[src/rtl/lif_aer_arbiter.sv]
// rtl/lif_aer_arbiter.sv - four-source spike capture with round-robin AER four-phase event output
module lif_aer_arbiter #(
    parameter int TS_WIDTH = 8
) (
    input  logic                clk,
    input  logic                rst_n,
    input  logic                en,
    input  logic [3:0]          spike_in,
    input  logic                aer_ack,
    input  logic                clr_ovf,
    output logic                aer_req,
    output logic [1:0]          aer_addr,
    output logic [TS_WIDTH-1:0] aer_ts,
    output logic [3:0]          pending,
    output logic                overflow,
    output logic [7:0]          drop_cnt
);
    typedef enum logic [1:0] {
        IDLE   = 2'd0,
        REQ    = 2'd1,
        ACKLOW = 2'd2
    } state_t;

    state_t              state;
    state_t              state_nx;
    logic [TS_WIDTH-1:0] ts;
    logic [TS_WIDTH-1:0] ts_cap [4];
    logic [1:0]          last;
    logic                grant;
    logic [1:0]          sel;
    logic [1:0]          cand;
    logic [3:0]          grant_vec;
    logic [3:0]          capture;
    logic [3:0]          drop;
    logic [2:0]          drop_num;
    logic [8:0]          drop_sum;

    // Round-robin search starting one past the last granted source.
    always_comb begin
        grant = 1'b0;
        sel   = last;
        cand  = last;
        if (state == IDLE && en) begin
            for (int k = 1; k <= 4; k++) begin
                cand = last + 2'(k);
                if (!grant && pending[cand]) begin
                    grant = 1'b1;
                    sel   = cand;
                end
            end
        end
    end

    // A spike on the source being granted this edge re-arms it instead of dropping.
    always_comb begin
        grant_vec = grant ? (4'b0001 << sel) : 4'b0000;
        capture   = en ? (spike_in & (~pending | grant_vec)) : 4'b0000;
        drop      = en ? (spike_in & pending & ~grant_vec) : 4'b0000;
        drop_num  = 3'(drop[0]) + 3'(drop[1]) + 3'(drop[2]) + 3'(drop[3]);
        drop_sum  = {1'b0, drop_cnt} + 9'(drop_num);
    end

    always_comb begin
        state_nx = state;
        case (state)
            IDLE:    if (grant)    state_nx = REQ;
            REQ:     if (aer_ack)  state_nx = ACKLOW;
            ACKLOW:  if (!aer_ack) state_nx = IDLE;
            default:               state_nx = IDLE;
        endcase
    end

    always_ff @(posedge clk or negedge rst_n) begin
        if (!rst_n) begin
            state    <= IDLE;
            ts       <= '0;
            last     <= 2'd3;
            pending  <= 4'b0000;
            for (int i = 0; i < 4; i++) begin
                ts_cap[i] <= '0;
            end
            aer_req  <= 1'b0;
            aer_addr <= 2'd0;
            aer_ts   <= '0;
            overflow <= 1'b0;
            drop_cnt <= 8'd0;
        end else begin
            state   <= state_nx;
            if (en) begin
                ts <= ts + TS_WIDTH'(1);
            end
            pending <= (pending & ~grant_vec) | capture;
            for (int i = 0; i < 4; i++) begin
                if (capture[i]) begin
                    ts_cap[i] <= ts;
                end
            end

            if (grant) begin
                aer_req  <= 1'b1;
                aer_addr <= sel;
                aer_ts   <= ts_cap[sel];
                last     <= sel;
            end else if (state == REQ && aer_ack) begin
                aer_req  <= 1'b0;
            end

            // Drops in the clearing cycle survive the clear.
            if (clr_ovf) begin
                overflow <= |drop;
                drop_cnt <= 8'(drop_num);
            end else begin
                if (|drop) begin
                    overflow <= 1'b1;
                end
                drop_cnt <= drop_sum[8] ? 8'hFF : drop_sum[7:0];
            end
        end
    end
endmodule

[config.mk]
export PLATFORM = sky130hd
export DESIGN_NAME = lif_aer_arbiter
export DESIGN_NICKNAME = d
export VERILOG_FILES = /design/src/rtl/lif_aer_arbiter.sv
export SDC_FILE = /design/constraint.sdc
export NUM_CORES = 1
export LEC_CHECK = 0
export ABC_AREA = 1
export CAP_MARGIN = 20
export CORE_MARGIN = 8
export CORE_UTILIZATION = 38
export CTS_BUF_LIST = sky130_fd_sc_hd__clkbuf_8
export DETAILED_ROUTE_END_ITERATION = 7
export PLACE_DENSITY = 0.57
export SYNTH_ARGS = -nofsm -noshare
export SYNTH_HDL_FRONTEND = slang
export SYNTH_SLANG_ARGS = --single-unit
[constraint.sdc]
create_clock -name clk -period 4.9 [get_ports clk]
set_input_delay 0.49 -clock clk [delete_from_list [all_inputs] [get_ports clk]]
set_output_delay 0.49 -clock clk [all_outputs]
set_load 0.1 [all_outputs]
# Yosys cells after proc, flatten, opt, wreduce, memory -nomap -nowiden
# Index checks and enable logic that the tools add are counted.
# op_classes
n_addsub,8
magnitude_cmp,5
eq_ne,5
shifts,1
n_mux,37
bitwise_logic,9
n_reduce_logical,13
# ops
operator,n
8-bit 2-to-1 mux,4
4-bit AND,4
8-bit binary-select mux with 2-bit select,1
1-bit 2-to-1 mux,16
2-bit 2-to-1 mux,8
2-bit by 3-bit less-than comparator with 1-bit output (second input constant),4
4-bit 2-to-1 mux,3
8-bit by 3-bit adder with 9-bit output,1
8-bit by 1-bit adder with 8-bit output (second input constant),1
1-bit binary-select mux with 2-bit select,4
4-bit inverter,2
4-bit OR,2
2-bit != test (second input constant),3
2-bit one-hot mux with 3 select lines,1
1-bit logical AND,5
2-bit adder (second input constant),2
2-bit nonzero test,2
4-bit OR reduction,1
1-bit by 2-bit << shifter with 4-bit output (first input constant),1
2-bit by 1-bit adder with 3-bit output,1
3-bit by 1-bit adder with 3-bit output,1
3-bit greater-or-equal comparator (second input constant),1
1-bit logical NOT,3
2-bit inverter with 3-bit output,1
other kinds (6),6
# word_totals
ff_bits,68
input_bits,9
output_inout_bits,24
elab_cells,91

# Depth between registers and ports, before layout
# depth
ltp_word,28
depth_mapped,28
depth_no_buf,26

# Worst setup path after synthesis
# No wires, ideal clock.
# synth_path
kind,register to register
from,register pending[2]
to,register drop_cnt[3]
setup_time_ps,64
arrival_time_ps,4401
required_ps,4836
path_slack_ps,435
stages_incl_launch_ff,26
n_path_buf,1
synth_period_minus_slack_ps,4465
cell_sequence,dfrtp_1 -> nand2_1 -> nand2_2 -> nand2_2 -> nand2_4 -> nand2_1 -> nand2_1 -> nand2_2 -> nand2_4 -> nand2_8 -> a21oi_4 -> nand2_2 -> nand2_2 -> buf_6 -> nor2_4 -> fa_1 -> ha_1 -> ha_1 -> inv_1 -> fa_1 -> nor2_1 -> o21a_1 -> nand3_1 -> o21ai_0 -> o21ai_0 -> inv_1
# synth_via
elab_chain_len,27
word_cells_on_any_way,39
classes_between,add/sub: 4; shift: 1; mux: 25; bitwise: 3; reduce/logical: 6
# synth_rtl
element,line_no,text
"start, declared",14,"output logic [3:0] pending,"
"start signal, assigned",92,pending <= (pending & ~grant_vec) | capture;
1-bit binary-select mux with 2-bit select,46,if (!grant && pending[cand]) begin
1-bit 2-to-1 mux (not written as such),46,
1-bit 2-to-1 mux,46,
1-bit 2-to-1 mux,43,if (state == IDLE && en) begin
1-bit logical NOT,46,
1-bit logical AND,46,
1-bit 2-to-1 mux,46,
1-bit 2-to-1 mux,43,
(+11 left out),-,
4-bit AND *,58,drop = en ? (spike_in & pending & ~grant_vec) : 4'b0000;
4-bit 2-to-1 mux *,58,
1-bit by 1-bit adder with 2-bit output,59,drop_num = 3'(drop[0]) + 3'(drop[1]) + 3'(drop[2]) + 3'(drop[3]);
2-bit by 1-bit adder with 3-bit output,59,
3-bit by 1-bit adder with 3-bit output *,59,
8-bit by 3-bit adder with 9-bit output *,60,"drop_sum = {1'b0, drop_cnt} + 9'(drop_num);"
8-bit 2-to-1 mux *,116,drop_cnt <= drop_sum[8] ? 8'hFF : drop_sum[7:0];
8-bit 2-to-1 mux *,109,if (clr_ovf) begin
"end signal, assigned",111,drop_cnt <= 8'(drop_num);
"end signal, assigned",116,
"end, declared",16,output logic [7:0] drop_cnt
# Every way passes the cells marked *; elsewhere a longest branch is shown, timed or not. The select of a mux whose other input is x is not followed.
# A chain may end at the register's enable or synchronous reset.

# Final worst setup path
# layout_path
from,register last[0]
to,register drop_cnt[5]
# layout_via
elab_chain_len,28
word_cells_on_any_way,41
classes_between,add/sub: 7; shift: 1; mux: 25; bitwise: 2; reduce/logical: 6
# layout_rtl
element,line_no,text
"start, declared",28,logic [1:0] last;
"start signal, assigned",103,last <= sel;
2-bit by 1-bit adder with 2-bit output,45,cand = last + 2'(k);
1-bit binary-select mux with 2-bit select,46,
1-bit 2-to-1 mux (not written as such),46,
1-bit 2-to-1 mux,46,
1-bit 2-to-1 mux,43,
1-bit logical NOT,46,
1-bit logical AND,46,
1-bit 2-to-1 mux,46,
(+12 left out),-,
4-bit AND *,58,
4-bit 2-to-1 mux *,58,
1-bit by 1-bit adder with 2-bit output,59,
2-bit by 1-bit adder with 3-bit output,59,
3-bit by 1-bit adder with 3-bit output *,59,
8-bit by 3-bit adder with 9-bit output *,60,
8-bit 2-to-1 mux *,116,
8-bit 2-to-1 mux *,109,
# Marks and branches as above.

==> impl_metrics.toml <==
[run_status]
outcome = "finished clean"

[clock_network]
cts_resized = 0
path_clk_slew_ns = 0.08
cts.sinks = 68
clk_latency_ns = 0.34
cts_buffer_depth = 2
cts_buffers = 9
hold_buffers = 0
cts_root_buf = "clkbuf_8"
postCtsSetupBuffers = 0
ctsHtreeMaxLevel = 3
cts_tree = "built"

[routing]
first_iter_violations = 163
drtPass1Iterations = 5
ant_nets = 0
routed_via_density = 4.67
finalWirelength_mm = 8.32
drc = 0
via_count = 3001
wire_per_inst_um = 12.9

[worst_setup_path]
criticalPathCategory = "flip-flop to flip-flop"
crit_start = "last[0]"
path_cells = "inv_6 > nand2_2 > nand2_2 > nand2_2 > nand2_4 > nor2_4 > nand3_2 > nand2_4 > nand2_8 > a21oi_4 > nand2_2 > nand2_2 > nor2_4 > fa_1 > ha_1 > ha_1 > inv_1 > fa_1 > nor2_1 > o21a_1 > nand3_1 > o31ai_1 > o21ai_0 > inv_1"
crit_required_ns = 5.19
crit_path_end_kind = "flip-flop"
reg2reg_depth = 24
r2r_start = "last[0]"
cp.arrival_ns = 4.70
ff2ff_setup_slack_ns = 0.49
crit_fanout = 18
cpMaxStageDelayCell = "dfstp_2"
r2r_end = "drop_cnt[5]"
slowest_delay_ns = 0.67
critPathLaunchType = "flip-flop"
cp_common_cell = "nand2_2"

[finish]
multiInputGateArea_sq_um = 1780
final_util_pct = 45.4
layout_common_cells = "nand2_1, dfrtp_1, nand3_1"
diodes = 0
mostFrequentLayoutCell = "nand2_1"
stdcell_count = 643
fillerInstances = 1015
ff_latch_area_sq_um = 1700
layout.nets = 523
drive_gt1_share_pct = 12.4
area_delta_synth_final_pct = 16.8

[placement]
dp_slack_ns = 0.270
hpwl_mm = 6.33
port_buffers = 32
routabilityCongestion = 0.806
dpl.cell_count = 627

[timing]
slew_headroom_pct = 34.7
rsz0062_at_grt = "false"
fmax_mhz = 227
drv_slew = 0
min_period_ns = 4.41
hold_violations = 0
tns_ns = 0
fin_crit_sh_pct = 90.0
final-setup-viol-count = 0
clock_skew_ns = 0.0126
worstMarginPinSlew_ns = 0.977
fin_ws_ns = 0.489

[global_routing]
grt_pass1_wl_mm = 14.5
grt.total_usage_pct = 13.7
grt_pass1_vias = 2969
grt_max_degree = 40
grt_remaining_overflow = 0
antenna_found_initial = 0

[floorplanning]
io_pins = 33
die_h_um = 116
coreArea_sq_um = 9730
dieArea_sq_um = 13400
chipWidth_um = 116
rows = 36
start_util_pct = 38.9

[synth]
synth_seq_area_share_pct = 45.0
synthTopCellsByArea = "dfrtp_1, nand2_1, nand3_1, inv_1, nand3b_1"
syn_avg_cell_area_sq_um = 8.09
synth_seq_cells = 68
synth_cells = 468
yosysWarnings = 0
synth_cell_type_count = 36
syn_area_sq_um = 3780
synthesis.nets = 486
netlist.area_leader.share_pct = 43.6
yosys.area.top_type = "dfrtp_1"

[job]
cap_violations = 0

[hold_path]
min_path_type = "primary input to asynchronous set/reset pin"
worst max-delay path by stage:
stage	end	slack [ns]	depth (start not counted)
after detailed placement	drop_cnt[5]	0.27	21
after floorplan	drop_cnt[3]	0.43	25
after CTS	drop_cnt[5]	0.46	24
after global routing	drop_cnt[3]	0.06	24
final	drop_cnt[5]	0.49	24
after global placement	drop_cnt[5]	0.35	21
synth_stat cells, drive strengths merged:
cell type,count
a21boi,1
a21oi,4
a22oi,1
a31oi,4
and2,1
buf,12
clkbuf,1
clkinv,5
dfrtp,66
dfstp,2
fa,2
ha,7
inv,47
nand2,190
nand3,65
nand3b,17
nand4,2
nor2,17
nor3,3
o21a,1
o21ai,10
o31ai,1
xor2,9
flip-flops by register name, indices dropped and copies added (netlist names):
signal and flops:
ts_cap 32, last 2, pending 4, ts 8
aer_addr 2, aer_ts 8, aer_req 1, state 2
overflow 1, drop_cnt 8
worst max-delay path: cells and delay by family, from the launching register on:
| family | cells | cell delay, ns |
|---|---|---|
| AO/OA/AOI/OAI | 4 | 0.61 |
| AND/OR/NAND/NOR | 13 | 1.44 |
| flip-flops | 1 | 0.67 |
| adder cells (fa/ha/maj) | 4 | 1.42 |
| buffers and inverters | 3 | 0.21 |
per-stage QoR:
step / hold WS (ns) / cell area (sq um)
floorplan: 0.194 / 3780
detailed placement: 0.449 / 4220
global route: 0.315 / 4420
global placement: 0.448 / 4220
CTS: 0.288 / 4420
finish: 0.259 / 4420
cells by family after synthesis:
group / after synthesis / synth area share, %
XOR/XNOR: 9 / 2.08
adder cells (fa/ha/maj): 9 / 3.37
flip-flops: 68 / 45.0
AO/OA/AOI/OAI: 22 / 3.60
AND/OR/NAND/NOR: 295 / 37.9
buffers and inverters: 65 / 8.07
layer usage:
metal | vias to the layer above | track usage, % | share of wire [%]
li1 | 1557 | - | -
met3 | 8 | 3.13 | 4.2
met1 | 1383 | 17.8 | 48
met4 | 0 | 5.01 | 1.3
met2 | 53 | 21.7 | 47
met5 | - | 0 | 0
layout make-up:
class	instances	share of cell area, %
multi-input combinational	335	40.2
sequential	68	38.6
timing repair buffer	39	8.32
inverter	52	4.59
tap	133	3.77
clock buffer	11	3.43
clock inverter	5	1.16
Power is not shown: default switching activity piles up to over one toggle a cycle in this logic, so the estimate is an artifact.
